## src/rtl/ahb_lite_master.sv

```systemverilog
// AHB-Lite initiator: turns valid/ready read/write commands (single or INCR bursts) into
// pipelined AHB address/data phases and returns one response per completed or errored beat.
module ahb_lite_master #(
    parameter int ADDR_BUS_WIDTH = 32,
    parameter int DATA_WIDTH     = 32,
    parameter int LEN_WIDTH      = 4
) (
    input  logic                      HCLK,
    input  logic                      HRESETn,
    input  logic                      cmd_valid,
    output logic                      cmd_ready,
    input  logic                      cmd_write,
    input  logic [ADDR_BUS_WIDTH-1:0] cmd_addr,
    input  logic [LEN_WIDTH-1:0]      cmd_len,
    input  logic [DATA_WIDTH-1:0]     wdata,
    input  logic                      wdata_valid,
    output logic                      wdata_ready,
    output logic                      rsp_valid,
    output logic [DATA_WIDTH-1:0]     rsp_rdata,
    output logic                      rsp_err,
    output logic                      rsp_last,
    output logic [ADDR_BUS_WIDTH-1:0] HADDR,
    output logic [1:0]                HTRANS,
    output logic                      HWRITE,
    output logic [2:0]                HSIZE,
    output logic [2:0]                HBURST,
    output logic [DATA_WIDTH-1:0]     HWDATA,
    input  logic [DATA_WIDTH-1:0]     HRDATA,
    input  logic                      HREADY,
    input  logic                      HRESP
);

    localparam logic [1:0] TR_IDLE      = 2'b00;
    localparam logic [1:0] TR_BUSY      = 2'b01;
    localparam logic [1:0] TR_NONSEQ    = 2'b10;
    localparam logic [1:0] TR_SEQ       = 2'b11;
    localparam logic [2:0] BURST_SINGLE = 3'b000;
    localparam logic [2:0] BURST_INCR   = 3'b001;
    localparam logic [2:0] SIZE_WORD    = 3'b010;
    localparam int         CNT_W        = LEN_WIDTH + 1;
    localparam logic [CNT_W-1:0]          CNT_ONE   = {{(CNT_W-1){1'b0}}, 1'b1};
    localparam logic [ADDR_BUS_WIDTH-1:0] ADDR_STEP = {{(ADDR_BUS_WIDTH-3){1'b0}}, 3'b100};
    localparam logic [ADDR_BUS_WIDTH-1:0] ALIGN_MASK = ~{{(ADDR_BUS_WIDTH-2){1'b0}}, 2'b11};

    typedef enum logic [1:0] {ST_IDLE, ST_ADDR, ST_LAST_DATA, ST_ERR} state_t;

    state_t                    state_r, state_s;
    logic [ADDR_BUS_WIDTH-1:0] haddr_r, haddr_s, next_addr_r, next_addr_s, src_addr_s;
    logic [1:0]                htrans_r, htrans_s;
    logic                      hwrite_r, hwrite_s;
    logic [2:0]                hburst_r, hburst_s, burst_r, burst_s, src_burst_s;
    logic [DATA_WIDTH-1:0]     hwdata_r, hwdata_s, wbuf_r, wbuf_s;
    logic [CNT_W-1:0]          issue_cnt_r, issue_cnt_s, src_cnt_s;
    logic                      first_r, first_s, cmd_write_r, cmd_write_s;
    logic                      addr_last_r, addr_last_s;
    logic                      dp_valid_r, dp_valid_s, dp_write_r, dp_write_s, dp_last_r, dp_last_s;
    logic                      rsp_valid_r, rsp_valid_s, rsp_err_r, rsp_err_s, rsp_last_r, rsp_last_s;
    logic [DATA_WIDTH-1:0]     rsp_rdata_r, rsp_rdata_s;
    logic                      accept_s, in_burst_s, src_pending_s, src_write_s, src_first_s;
    logic                      issue_s, err_first_s, addr_acc_s, wdata_ready_s;

    assign cmd_ready   = (state_r == ST_IDLE) && HRESETn;
    assign wdata_ready = wdata_ready_s && HRESETn;
    assign HADDR       = haddr_r;
    assign HTRANS      = htrans_r;
    assign HWRITE      = hwrite_r;
    assign HSIZE       = SIZE_WORD;
    assign HBURST      = hburst_r;
    assign HWDATA      = hwdata_r;
    assign rsp_valid   = rsp_valid_r;
    assign rsp_rdata   = rsp_rdata_r;
    assign rsp_err     = rsp_err_r;
    assign rsp_last    = rsp_last_r;

    // Next-state, bus phase sequencing and response generation; everything holds unless updated.
    always_comb begin
        state_s     = state_r;
        haddr_s     = haddr_r;
        htrans_s    = htrans_r;
        hwrite_s    = hwrite_r;
        hburst_s    = hburst_r;
        hwdata_s    = hwdata_r;
        wbuf_s      = wbuf_r;
        next_addr_s = next_addr_r;
        issue_cnt_s = issue_cnt_r;
        first_s     = first_r;
        cmd_write_s = cmd_write_r;
        burst_s     = burst_r;
        addr_last_s = addr_last_r;
        dp_valid_s  = dp_valid_r;
        dp_write_s  = dp_write_r;
        dp_last_s   = dp_last_r;
        rsp_valid_s = 1'b0;
        rsp_rdata_s = {DATA_WIDTH{1'b0}};
        rsp_err_s   = 1'b0;
        rsp_last_s  = 1'b0;

        accept_s   = (state_r == ST_IDLE) && cmd_valid;
        in_burst_s = (state_r == ST_ADDR) || (state_r == ST_LAST_DATA);
        // The first beat can issue in the very cycle the command is accepted.
        if (accept_s) begin
            src_pending_s = 1'b1;
            src_addr_s    = cmd_addr & ALIGN_MASK;
            src_write_s   = cmd_write;
            src_first_s   = 1'b1;
            src_cnt_s     = {1'b0, cmd_len} + CNT_ONE;
            src_burst_s   = (cmd_len == {LEN_WIDTH{1'b0}}) ? BURST_SINGLE : BURST_INCR;
        end else begin
            src_pending_s = (state_r == ST_ADDR) && (issue_cnt_r != {CNT_W{1'b0}});
            src_addr_s    = next_addr_r;
            src_write_s   = cmd_write_r;
            src_first_s   = first_r;
            src_cnt_s     = issue_cnt_r;
            src_burst_s   = burst_r;
        end
        issue_s     = HREADY && src_pending_s && (!src_write_s || wdata_valid);
        err_first_s = HRESP && !HREADY && dp_valid_r && in_burst_s;
        addr_acc_s  = HREADY && ((htrans_r == TR_NONSEQ) || (htrans_r == TR_SEQ));

        case (state_r)
            ST_IDLE: begin
                if (accept_s) begin
                    state_s     = ST_ADDR;
                    cmd_write_s = cmd_write;
                    burst_s     = src_burst_s;
                    next_addr_s = src_addr_s;
                    issue_cnt_s = src_cnt_s;
                    first_s     = 1'b1;
                end else begin
                    state_s = ST_IDLE;
                end
            end
            ST_ADDR, ST_LAST_DATA: begin
                if (err_first_s) begin
                    state_s     = ST_ERR;
                    htrans_s    = TR_IDLE;
                    issue_cnt_s = {CNT_W{1'b0}};
                    dp_valid_s  = 1'b0;
                end else if (HREADY) begin
                    rsp_valid_s = dp_valid_r;
                    rsp_rdata_s = (dp_valid_r && !dp_write_r) ? HRDATA : {DATA_WIDTH{1'b0}};
                    rsp_last_s  = dp_valid_r && dp_last_r;
                    dp_valid_s  = addr_acc_s;
                    dp_write_s  = hwrite_r;
                    dp_last_s   = addr_last_r;
                    if (addr_acc_s && hwrite_r) begin
                        hwdata_s = wbuf_r;
                    end else begin
                        hwdata_s = hwdata_r;
                    end
                    if (state_r == ST_LAST_DATA) begin
                        state_s = ST_IDLE;
                    end else if (addr_acc_s && addr_last_r) begin
                        state_s = ST_LAST_DATA;
                    end else begin
                        state_s = ST_ADDR;
                    end
                    // Write data starved: BUSY mid-burst, plain IDLE before the first beat.
                    if (src_pending_s && !first_r) begin
                        htrans_s = TR_BUSY;
                        haddr_s  = next_addr_r;
                    end else begin
                        htrans_s = TR_IDLE;
                    end
                end else begin
                    state_s = state_r;
                end
            end
            ST_ERR: begin
                rsp_valid_s = 1'b1;
                rsp_err_s   = 1'b1;
                rsp_last_s  = 1'b1;
                state_s     = ST_IDLE;
            end
            default: begin
                state_s  = ST_IDLE;
                htrans_s = TR_IDLE;
            end
        endcase

        if (issue_s) begin
            wdata_ready_s = src_write_s;
            haddr_s       = src_addr_s;
            htrans_s      = (src_first_s || (src_addr_s[9:0] == 10'd0)) ? TR_NONSEQ : TR_SEQ;
            hwrite_s      = src_write_s;
            hburst_s      = src_burst_s;
            wbuf_s        = src_write_s ? wdata : wbuf_r;
            next_addr_s   = src_addr_s + ADDR_STEP;
            issue_cnt_s   = src_cnt_s - CNT_ONE;
            addr_last_s   = (src_cnt_s == CNT_ONE);
            first_s       = 1'b0;
        end else begin
            wdata_ready_s = 1'b0;
        end
    end

    // FSM state register.
    always_ff @(posedge HCLK or negedge HRESETn) begin
        if (!HRESETn) begin
            state_r <= ST_IDLE;
        end else begin
            state_r <= state_s;
        end
    end

    // Registered bus outputs, burst bookkeeping and responses.
    always_ff @(posedge HCLK or negedge HRESETn) begin
        if (!HRESETn) begin
            haddr_r     <= {ADDR_BUS_WIDTH{1'b0}};
            htrans_r    <= TR_IDLE;
            hwrite_r    <= 1'b0;
            hburst_r    <= BURST_SINGLE;
            hwdata_r    <= {DATA_WIDTH{1'b0}};
            wbuf_r      <= {DATA_WIDTH{1'b0}};
            next_addr_r <= {ADDR_BUS_WIDTH{1'b0}};
            issue_cnt_r <= {CNT_W{1'b0}};
            first_r     <= 1'b0;
            cmd_write_r <= 1'b0;
            burst_r     <= BURST_SINGLE;
            addr_last_r <= 1'b0;
            dp_valid_r  <= 1'b0;
            dp_write_r  <= 1'b0;
            dp_last_r   <= 1'b0;
            rsp_valid_r <= 1'b0;
            rsp_rdata_r <= {DATA_WIDTH{1'b0}};
            rsp_err_r   <= 1'b0;
            rsp_last_r  <= 1'b0;
        end else begin
            haddr_r     <= haddr_s;
            htrans_r    <= htrans_s;
            hwrite_r    <= hwrite_s;
            hburst_r    <= hburst_s;
            hwdata_r    <= hwdata_s;
            wbuf_r      <= wbuf_s;
            next_addr_r <= next_addr_s;
            issue_cnt_r <= issue_cnt_s;
            first_r     <= first_s;
            cmd_write_r <= cmd_write_s;
            burst_r     <= burst_s;
            addr_last_r <= addr_last_s;
            dp_valid_r  <= dp_valid_s;
            dp_write_r  <= dp_write_s;
            dp_last_r   <= dp_last_s;
            rsp_valid_r <= rsp_valid_s;
            rsp_rdata_r <= rsp_rdata_s;
            rsp_err_r   <= rsp_err_s;
            rsp_last_r  <= rsp_last_s;
        end
    end

endmodule

```

## config.mk

```make
export PLATFORM = sky130hd
export DESIGN_NAME = ahb_lite_master
export DESIGN_NICKNAME = d
export VERILOG_FILES = /design/src/rtl/ahb_lite_master.sv
export SDC_FILE = /design/constraint.sdc
export NUM_CORES = 1
export LEC_CHECK = 0
export CAP_MARGIN = 5
export CELL_PAD_IN_SITES_DETAIL_PLACEMENT = 1
export CELL_PAD_IN_SITES_GLOBAL_PLACEMENT = 2
export CORE_MARGIN = 10
export CORE_UTILIZATION = 31
export CTS_CLUSTER_DIAMETER = 100
export DETAILED_ROUTE_END_ITERATION = 7
export HOLD_SLACK_MARGIN = 0.06
export PLACE_DENSITY_LB_ADDON = 0.1
export SYNTH_ARGS = -nofsm -noshare
export SYNTH_HDL_FRONTEND = slang
export SYNTH_SLANG_ARGS = --single-unit
```

## constraint.sdc

```tcl
create_clock -name HCLK -period 4.5 [get_ports HCLK]
set_clock_uncertainty 0.2 [all_clocks]
set_input_delay 0.9 -clock HCLK [delete_from_list [all_inputs] [get_ports HCLK]]
set_output_delay 0.9 -clock HCLK [all_outputs]
set_load 0.01 [all_outputs]
```

After elaboration in Yosys (flattened, before gate mapping)
Index checks and enable logic that the tools add are counted.

Flip-flop bits (word level): 185. Input port bits: 107. Output and inout port bits: 110. Logic and storage cells: 126.

Add/sub/neg operators: 3. Eq/ne operators: 10. Multiplexer cells: 47. Bitwise logic cells: 1. Reductions and logical operators: 45.

Operators with widths (number): 2-to-1 mux 32 bit (13); adder 32 x 3 -> 32 bit (second input constant) (1); 2-to-1 mux 5 bit (4); 2-to-1 mux 1 bit (17); 2-to-1 mux 2 bit (8); logical AND 1 bit (15); nonzero test 2 bit (6); logical NOT 10 bit (1); one-hot mux 5 bit (2 select lines) (1); AND reduction 2 bit (5); inequality test 3 bit (second input constant) (3); == test 2 bit (second input constant) (4); AND reduction 4 bit (2); one-hot mux 2 bit (3 select lines) (1); AND reduction 3 bit (2); nonzero test 3 bit (2); adder 4 x 1 -> 5 bit (second input constant) (1); == test 5 x 1 -> 1 bit (second input constant) (1); nonzero test 5 bit (1); subtractor 5 x 1 -> 5 bit (second input constant) (1); logical NOT 1 bit (4); logical NOT 4 bit (1); logical OR 1 bit (4); one-hot mux 1 bit (2 select lines) (2); other kinds (6) (6).

Depth between registers and ports, before layout
Word-level depth: 9. Mapped depth: 18. Depth with buffers taken out: 13.

Worst setup path after synthesis
OpenSTA, ideal clock, no wires.

Kind: input port to flip-flop. Start: input port cmd_valid. End: register next_addr_r[22]. Library setup time: 128 ps. Data arrival time: 3498 ps. Required time: 4172 ps. Setup slack: 674 ps. Cell stages on the path: 16. Buffers on the path: 5. Cell sequence: buf_6 -> nand2_1 -> buf_2 -> buf_2 -> buf_2 -> buf_1 -> nand2_1 -> nand2_1 -> ha_1 -> nand3_1 -> nor3_1 -> o21ai_0 -> or3_1 -> nor2_1 -> nand3_1 -> xor2_1.

Longest elaborated chain between the ends: 7. Elaborated cells between the ends (all ways): 15. Those cells by class: add/sub (1); mux (6); reduce/logical (8).

Ends and longest elaborated chain: start, declared (line 10) `input logic cmd_valid,`; logical AND 1 bit (*) (line 98) `accept_s = (state_r == ST_IDLE) && cmd_valid;`; branches (longest 6 deep; another with adder 32 x 3 -> 32 bit); end signal, assigned (line 215) `next_addr_r <= {ADDR_BUS_WIDTH{1'b0}};`; end signal, assigned (line 235) `next_addr_r <= next_addr_s;`; end, declared (line 48) `logic [ADDR_BUS_WIDTH-1:0] haddr_r, haddr_s, next_addr_r, next_addr_s, src_addr_s;`.

Every way passes the cells marked *. The select of a mux whose other input is x is not followed. A chain may end at the register's enable or synchronous reset.

Worst setup path after layout
Start: input port cmd_valid. End: output port wdata_ready.

Longest elaborated chain between the ends: 7. Elaborated cells between the ends (all ways): 9. Those cells by class: mux (3); reduce/logical (6).

Ends and longest elaborated chain: logical AND 1 bit (*) (line 98); 2-to-1 mux 1 bit (line 101) `if (accept_s) begin`; logical NOT 1 bit (line 116) `issue_s = HREADY && src_pending_s && (!src_write_s || wdata_valid);`; logical OR 1 bit (line 116); logical AND 1 bit (line 116); 2-to-1 mux 1 bit (*) (line 181) `if (issue_s) begin`; logical AND 1 bit (*) (line 63) `assign wdata_ready = wdata_ready_s && HRESETn;`; end, declared (line 17) `output logic wdata_ready,`.

Mark *: on every way between the ends. The rest lies on a longest branch, timed or not.

==> impl_metrics.env <==
export IMPL_yosysMostFrequentCell="dfrtp_1"
export IMPL_total_power_mw=7.27
export IMPL_critPathKind="in -> out"
export IMPL_slew_headroom=0.333
export IMPL_power_leakage_nw=4.96
export IMPL_max_freq_ghz=0.244
export IMPL_multi_input_area_um2=3600
export IMPL_wl_met2_mm=12.8
export IMPL_hold_path_class="in -> async"
export IMPL_timing_hold_ws_ns=0.221
export IMPL_setup_viol=0
export IMPL_slowest_stage="clkdlybuf4s50_1"
export IMPL_synth_top_area_frac=0.546
export IMPL_drive_above_1_share=0.152
export IMPL_htreeDepth=4
export IMPL_cts_sinks=185
export IMPL_topRoutingLayerUsed="met4"
export IMPL_synth_area_leader_cell="dfrtp_1"
export IMPL_yosys_warnings=0
export IMPL_routed_wl_mm=26.0
export IMPL_p_per_area_nw_per_um2=627
export IMPL_io_buffers=211
export IMPL_clock_latency_ns=0.44
export IMPL_start_kind="input port"
export IMPL_die_area_um2=34400
export IMPL_grt_max_degree=78
export IMPL_die_x_um=185
export IMPL_syn_cell_area_um2=8480
export IMPL_pin_count=217
export IMPL_drv_cap=0
export IMPL_syn_area_per_cell_um2=11.3
export IMPL_met3WireLength_mm=2.44
export IMPL_path_clk_slew_ns=0.08
export IMPL_ys_seq_elements=185
export IMPL_crit_top_cell="clkdlybuf4s50_1"
export IMPL_fin_crit_ns=4.10
export IMPL_final_nets=1075
export IMPL_vdd_drop_max_v=0.000248
export IMPL_endpoint_kind="output port"
export IMPL_wl_met1_mm=10.3
export IMPL_track_usage=0.153
export IMPL_grt_first_pass_wirelength_mm=41.1
export IMPL_crit_chain="clkdlybuf4s50_1 > nand3_1 > a21oi_4 > nor2_2 > and3_1 > clkdlybuf4s50_1"
export IMPL_num_vias=6490
export IMPL_synth_cells=750
export IMPL_detail_route_first_pass_iterations=4
export IMPL_synthTopCellsByCount="dfrtp_1 (185), nor2_1 (83), mux2_2 (70)"
export IMPL_ys_top_cells_by_area="dfrtp_1 (55%), mux2_2 (9.3%), nor2_1 (3.7%), mux2i_1 (3.4%), and2_1 (2.7%)"
export IMPL_critPathMaxFanout=10
export IMPL_post_cts_setup_buffers=0
export IMPL_syn2layout_area_growth_pct=36.7
export IMPL_regArea_um2=4630
export IMPL_rsz0062_at_grt="false"
export IMPL_antenna_left=0
export IMPL_critPathRequiredTime_ns=3.40
export IMPL_arrival_ns=3.00
export IMPL_post_route_period_util=0.912
export IMPL_wl_per_cell_um=19.7
export IMPL_cts_resized=0
export IMPL_post_place_ws_ns=0.303
export IMPL_max_stage_delay_ns=0.78
export IMPL_tns_ns=0
export IMPL_dieHeight_um=185
export IMPL_finalHoldViolCount=0
export IMPL_cts_buffers=17
export IMPL_drt_iter0_drc=227
export IMPL_place_congestion=0.770
export IMPL_yosysUniqueCellTypes=62
export IMPL_ys_seq_area_frac=0.546
export IMPL_status="complete, no violations"
export IMPL_clockBufferDepth=2
export IMPL_synth_edf_count=0
export IMPL_slew_violations=0
export IMPL_core_um2=27000
export IMPL_rows=60
export IMPL_antenna_found_initial=3
export IMPL_async_flop_share=1.00
export IMPL_drc_errors=0
export IMPL_worst_slew_pin_slew_ns=1.00
export IMPL_viasPerCell=4.94
export IMPL_grt_pass1_vias=7373
export IMPL_cts_tree="done"
export IMPL_grt_ovfl_total=0
export IMPL_synth_ff_type="dfrtp_1"
export IMPL_fin_ws_ns=0.395
export IMPL_clock_root_buffer="clkbuf_16"
export IMPL_dp_final_hpwl_mm=19.0
export IMPL_initial_core_util=0.315
export IMPL_fillers=2870
export IMPL_hold_buffers=0
[state kept, by name, summed over array words and instances, names as in the netlist, 2 cells and up]
signal and flops:
state_r 2, issue_cnt_r 5, HTRANS 2, wbuf_r 32
burst_r 3, rsp_rdata 32, HBURST 3, next_addr_r 32
HADDR 32, HWDATA 32
[layout by cell type (no fill, tap or decap), drive strengths merged, types with 5 or more instances in the layout]
cell,Yosys,routed
and2,37,37
mux2,70,70
nand4,16,16
ha,10,10
nand3,39,39
inv,14,20
and3,5,5
dfrtp,185,185
buf,27,18
a21oi,18,18
clkdlybuf4s50,0,210
clkinv,0,8
o22ai,31,31
mux2i,29,29
clkbuf,14,19
o21ai,21,21
xnor2,21,21
nand2,53,53
a31oi,10,10
nor3,9,9
xor2,18,18
nor4,5,5
nor2,83,83
[cell type report]
cell class	instances	area share
Timing Repair Buffer	229	0.195
Clock buffer	18	0.0379
Antenna cell	3	0.000648
Inverter	14	0.00453
Multi-Input combinational cell	511	0.310
Tap cell	341	0.0368
Clock inverter	14	0.0151
Sequential cell	185	0.399
[per-layer routing]
layer,up-vias,GRT usage
met4,0,0.0436
met1,3279,0.171
met3,21,0.0699
met2,163,0.257
li1,3027,-
met5,-,0
[through the flow]
step           instance area, um2   util  instances
2_1_floorplan                8490      -        751
3_3_place_gp                11000  0.407       1280
3_5_place_dp                11000  0.407       1280
4_1_cts                     11600  0.430       1312
5_1_grt                     11600  0.430       1312
6_report                    11600  0.430       1315
[worst max-delay path: cells and delay by family]
kind / cells / cell delay (ns)
simple gates: 3 / 0.50
compound gates: 1 / 0.30
buf+inv: 2 / 1.30
[path summary, 6_finish.rpt]
check / startpoint / slack (ns) / to / cells after the start
max in group asynchronous: HRESETn / 2.52 / next_addr_r[13] / 2
worst min-delay path: HRESETn / 0.22 / dp_last_r / 1
worst max-delay path: cmd_valid / 0.40 / wdata_ready / 6
worst min register to register: burst_r[2] / 0.28 / burst_r[2] / 1
min in group HCLK: burst_r[2] / 0.28 / burst_r[2] / 1
worst max register to register: state_r[0] / 0.96 / next_addr_r[26] / 13
[power by group]
group | internal (mW) | switching, mW | total, mW
logic | 1.48 | 1.46 | 2.94
clock network | 0.771 | 0.768 | 1.54
registers | 2.32 | 0.471 | 2.79
total | 4.57 | 2.70 | 7.27
[logic make-up (layout without fill, tap and decap cells)]
family / Yosys count / in the layout / synth area share
compound gates: 102 / 102 / 0.0783
flops: 185 / 185 / 0.546
simple gates: 258 / 258 / 0.161
other cells: 2 / 6 / 0.000885
xor+xnor: 39 / 39 / 0.0403
buf+inv: 55 / 275 / 0.0322
fa+ha+maj: 10 / 10 / 0.0147
mux: 99 / 99 / 0.127
No activity file was read; power rests on OpenSTA's default activity.
==> variant 1, RTL diff (config.mk and constraints unchanged) <==
The 4 states of `state_t` get a one-hot encoding in 4 bits.
--- a/src/rtl/ahb_lite_master.sv
+++ b/src/rtl/ahb_lite_master.sv
@@ -42,7 +42,7 @@
     localparam logic [ADDR_BUS_WIDTH-1:0] ADDR_STEP = {{(ADDR_BUS_WIDTH-3){1'b0}}, 3'b100};
     localparam logic [ADDR_BUS_WIDTH-1:0] ALIGN_MASK = ~{{(ADDR_BUS_WIDTH-2){1'b0}}, 2'b11};
 
-    typedef enum logic [1:0] {ST_IDLE, ST_ADDR, ST_LAST_DATA, ST_ERR} state_t;
+    typedef enum logic [3:0] {ST_IDLE = 4'b0001, ST_ADDR = 4'b0010, ST_LAST_DATA = 4'b0100, ST_ERR = 4'b1000} state_t;
 
     state_t                    state_r, state_s;
     logic [ADDR_BUS_WIDTH-1:0] haddr_r, haddr_s, next_addr_r, next_addr_s, src_addr_s;
Formal check against the unedited RTL: no difference found for any inputs over 4 cycles, from zero or initial values and one cycle with HRESETn low; so few cycles prove little.
==> variant 1 against the unedited design <==
  * Routed wire length fell by 0.85%
  * Core utilization rose by 0.065 points
  * Setup slack better by 170 ps
  * Die area about the same
  * Hold slack better by 16 ps
  * Cell count increased by 1.5%
  * Sequential cell count rose by 2
  * Combinational power down 24%
  * Synthesized area about the same
  * Final area rose by 0.15%
  * Power is 11% lower
  * First-iteration DRC count up 21%
  * Critical endpoint unchanged
  * Largest power group is now registers
==> variant 1: results (changes against the unedited design) <==
Timing:
- The post-route worst hold slack was 237.3 ps (+16.16 ps).
- The relative max-transition margin is 38.41% (+5.1 points).
- The clock period minus final worst setup slack is 3930 ps (-174.4 ps).

Final layout:
- The share of cells above drive strength 1 came to 14.08% (-1.2 points).
- The number of antenna diodes is 0 (-3).
- The net count of the finished layout came to 1093 (+1.7%).

Global route:
- The wire length of the first global-routing pass came to 40.71 mm (-0.89%).
- The met1 global-route usage is 18.70% (+1.6 points).
- The number of antenna violations at the first check in global routing came to 0 (-3).
- The met3 routing resource usage after global routing is 6.407% (-0.59 points).
- The overall fraction of global-route tracks in use came to 15.19% (-0.14 points).
- The met2 demand-to-capacity share in global routing came to 24.24% (-1.4 points).
- The number of global-route vias before repair is 7002 (-5.0%).
- The largest net degree at the start of global routing is 58 (-26%).

Logic synthesis:
- The distinct cell type count after synthesis is 60 (-3.2%).
- The mean instance size in the synthesized netlist is 10.97 um^2 (-3.0%).
- Counting instances in the post-synthesis netlist gives the leading cell types as 186 x dfrtp_1, 93 x nor2_1, 69 x mux2_2.
- The register area share after synthesis is 55.21% (+0.64 points).
- Sorting the synthesized cells by area gives the leading types as dfrtp_1 55%, mux2_2 9.2%, nor2_1 4.1%.

Placed design:
- The total placed cells including tap cells is 1303 (+1.8%).
- The area of placed instances is 11000 um^2 (+0.24%).
- The HPWL after detailed placement was 18.58 mm (-2.2%).
- The final estimated routing congestion in global placement is 0.7568 (-1.7%).
- The worst slack after detailed placement is 572.1 ps (+268.7 ps).

Routing:
- The amount of wire on met3 after detailed routing came to 2.195 mm (-9.9%).
- The via count normalized by instance count is 4.900 (-0.72%).
- The overall via count from detail_route is 6541 (+0.79%).
- The number of iterations in the first detailed-routing pass is 4 (unchanged).
- The routed wire length per instance is 19.27 um (-2.3%).
- The detailed-routed wire length on met2 came to 12.11 mm (-5.5%).
- The post-route met1 wirelength came to 11.23 mm (+8.6%).
- The number of violations reported at the end of detailed-routing iteration 0 is 275 (+21%).

Worst setup path:
- The depth of the worst register-to-register path is 8 (-5).
- The startpoint of the lowest-slack register-to-register path is state_r[0]$_DFFE_PN1P_.
- The cell with the largest stage delay on the worst path is clkdlybuf4s50_1.
- The kind of end point of the critical path is a primary output.
- The register-to-register path setup slack is 1080 ps (+120 ps).
- The peak fanout along the critical path came to 5 (-5).
- The reg-to-reg endpoint is next_addr_r[31]$_DFFE_PN0P_.
- The launch point of the worst path is cmd_valid.
- The largest incremental delay on the critical path is 560 ps (-220 ps).

Pwr:
- The power of the combinational group is 2.23 mW (-24%).
- The power dissipated in sequential cells is 2.69 mW (-4%).
- The leakage dissipation is 4.918 nW (-0.94%).
- The switching share of power is 35.67% (-1.4 points).
- The peak supply drop was 0.2310 mV (-6.7%).

Clock tree:
- The clock transition time at the flip-flop clock pins of the worst setup and hold paths is 80 ps (about the same).
- Clock tree synthesis selected as its root buffer the cell clkbuf_16.
- The H-tree depth is 4 (unchanged).

Status:
- The run finished with clean final reports.
==> variant 1: cell types whose count changed after synthesis, sizes merged, moves of 6 or more <==
cell and delta:
nor3 +6, nand2 +11, nor2 +11, nand3 -13, o21ai +6
==> variant 1: cells by family (layout without fill, tap and decap cells) <==
kind of cell	count (synthesis)	in the layout	synth area share, %
AO/OA/AOI/OAI	104	104	7.970
XOR/XNOR	37	37	3.822
adder cells (fa/ha/maj)	5	5	0.7379
buffers and inverters	53	273	2.760
flip-flops	187	187	55.21
multiplexers	93	93	12.00
other	2	3	0.08858
AND/OR/NAND/NOR	292	292	17.41
==> variant 1: cell type report <==
class	instances	area, um^2
Clock buffer	17	425.4
Clock inverter	15	187.7
Fill cell	2939	15340
Inverter	13	48.80
Multi-Input combinational cell	534	3585
Sequential cell	187	4681
Tap cell	341	426.7
Timing Repair Buffer	228	2256
==> variant 1: worst max-delay path, delay by kind of cell <==
kind	cells	cell delay [ps]
compound gates	1	120
simple gates	3	570
buf+inv	3	1220
==> variant 2, RTL diff (same flow settings) <==
Without the edit above. Set the parameter `LEN_WIDTH` to 8 (it was 4).
--- a/src/rtl/ahb_lite_master.sv
+++ b/src/rtl/ahb_lite_master.sv
@@ -3,7 +3,7 @@
 module ahb_lite_master #(
     parameter int ADDR_BUS_WIDTH = 32,
     parameter int DATA_WIDTH     = 32,
-    parameter int LEN_WIDTH      = 4
+    parameter int LEN_WIDTH      = 8
 ) (
     input  logic                      HCLK,
     input  logic                      HRESETn,
Ports: changed (resized cmd_len); port bits go from 217 to 221. The function was not compared with the original's and may differ.
==> variant 2 against the unedited design <==
  * Routed wire length up 5.7%
  * Sequential power about the same
  * Count of clock-buffer cells in the layout down 1
  * Sequential cell count up 4
  * Setup slack worse by 38 ps
  * Power up 1.2%
  * Final area up 4.2%
  * Synthesized area up 4.0%
==> variant 2: results (changes against the unedited design) <==
Worst setup path:
- The data arrival time of the critical path came to 3040 ps (+40 ps).
- The largest incremental delay on the critical path is 540 ps (-240 ps).
- The end point of the critical path is wdata_ready.
- The cell type group with the largest total delay on the critical path is buffers and inverters.
- In this run the critical register-to-register path is launched from state_r[0]$_DFFE_PN0P_.
- The peak fanout along the critical path is 5 (-5).
- The register-to-register path setup slack was 1060 ps (+100 ps).
- The depth of the worst register-to-register path is 11 (-2).
- In this run the critical register-to-register path is captured at next_addr_r[28]$_DFFE_PN0P_.
- The launch point of the worst path is cmd_valid.

Global route:
- The met3 routing resource usage after global routing is 7.533% (+0.54 points).
- The largest net degree at the start of global routing is 66 (-15%).
- The met2 demand-to-capacity share in global routing came to 24.28% (-1.4 points).
- The number of global-route vias before repair came to 7523 (+2.0%).
- The number of antenna violations at the first check in global routing is 2 (-1).
- The met1 global-route usage came to 18.84% (+1.7 points).
- The overall fraction of global-route tracks in use is 15.42% (+0.096 points).
- The wire length of the first global-routing pass was 43.55 mm (+6.0%).

Logic synthesis:
- After synthesis, the most frequently instantiated cells are 189 x dfrtp_1, 82 x nor2_1, 70 x nand2_1.
- The xor-xnor portion of the synthesized cell area is 3.575% (-0.45 points).
- The register area share after synthesis is 53.63% (-0.94 points).
- The adder-cell share of the synthesized area is 1.561% (+0.086 points).
- The distinct cell type count after synthesis was 74 (+19%).
- The fraction of registers with async set/reset is 100.0% (unchanged).
- By area the synthesized netlist is led by dfrtp_1 54%, mux2_2 8.0%, nor2_1 3.5%.
- The mean instance size in the synthesized netlist is 11.04 um^2 (-2.4%).
- The fraction of the mapped netlist area in compound gates is 8.031% (+0.20 points).
- The portion of netlist area occupied by mux cells was 12.67% (-0.044 points).

Routing:
- The amount of wire on met3 after detailed routing is 2.615 mm (+7.3%).
- The number of violations reported at the end of detailed-routing iteration 0 came to 263 (+16%).
- The post-route met1 wirelength is 11.83 mm (+14%).
- The total routed wirelength is 27.42 mm (+5.7%).
- The detailed-routed wire length on met2 is 12.76 mm (-0.39%).
- The via count normalized by instance count is 4.838 (-2.0%).
- The highest metal layer used by the detailed router is met5.

Clock tree:
- The number of buffers created by CTS is 17 (unchanged).
- The worst-case clock buffer depth is 2 (unchanged).
- The root buffer cell is clkbuf_16.
- The H-tree depth came to 4 (unchanged).

Pwr:
- The leakage dissipation is 5.150 nW (+3.7%).
- The peak supply drop was 0.3093 mV (+25%).
- The total clock network power is 1.59 mW (+3%).
- The switching share of power was 37.03% (-0.086 points).
- The share of power burned in registers was 37.8% (-0.6 points).

Placed design:
- The area of placed instances is 11450 um^2 (+4.4%).
- The final estimated routing congestion in global placement came to 0.7618 (-1.1%).
- The HPWL after detailed placement is 20.25 mm (+6.6%).
- The worst slack after detailed placement is 275.6 ps (-27.79 ps).
- The count of port buffers added during placement is 215 (+1.9%).

Status:
- The run finished with clean final reports.

Timing:
- The relative max-transition margin was 43.31% (+10 points).

Final layout:
- The number of inserted filler cells in the final layout is 3063 (+6.7%).
- The share of cells above drive strength 1 is 14.42% (-0.82 points).
- The net count of the finished layout was 1142 (+6.2%).
- The non-filler instance count after layout is 1412 (+7.4%).
## variant 2: cell types whose count changed after synthesis, sizes merged, moves of 6 or more
cell / delta
a31oi: -6
and3: +8
nand2: +17
nand3: -14
nor3: +12
o22ai: -9
## variant 2: metrics by stage
stage          power, mW  hold WS (ps)
5_1_grt            7.953         138.9
6_report           7.362         146.9
2_1_floorplan      4.473         244.5
4_1_cts            7.515         143.8
3_5_place_dp       5.877         267.0
3_3_place_gp       5.811         261.0
## variant 2: cell type report
cell class / count / area, um^2 / area share (%)
diodes: 1 / 2.502 / 0.02071
clock buffers: 17 / 425.4 / 3.520
clock inverters: 15 / 202.7 / 1.677
inverters: 14 / 52.55 / 0.4349
multi-input cells: 554 / 3825 / 31.65
flip-flops and latches: 189 / 4730 / 39.14
well taps: 378 / 473.0 / 3.914
repair buffers: 244 / 2374 / 19.64
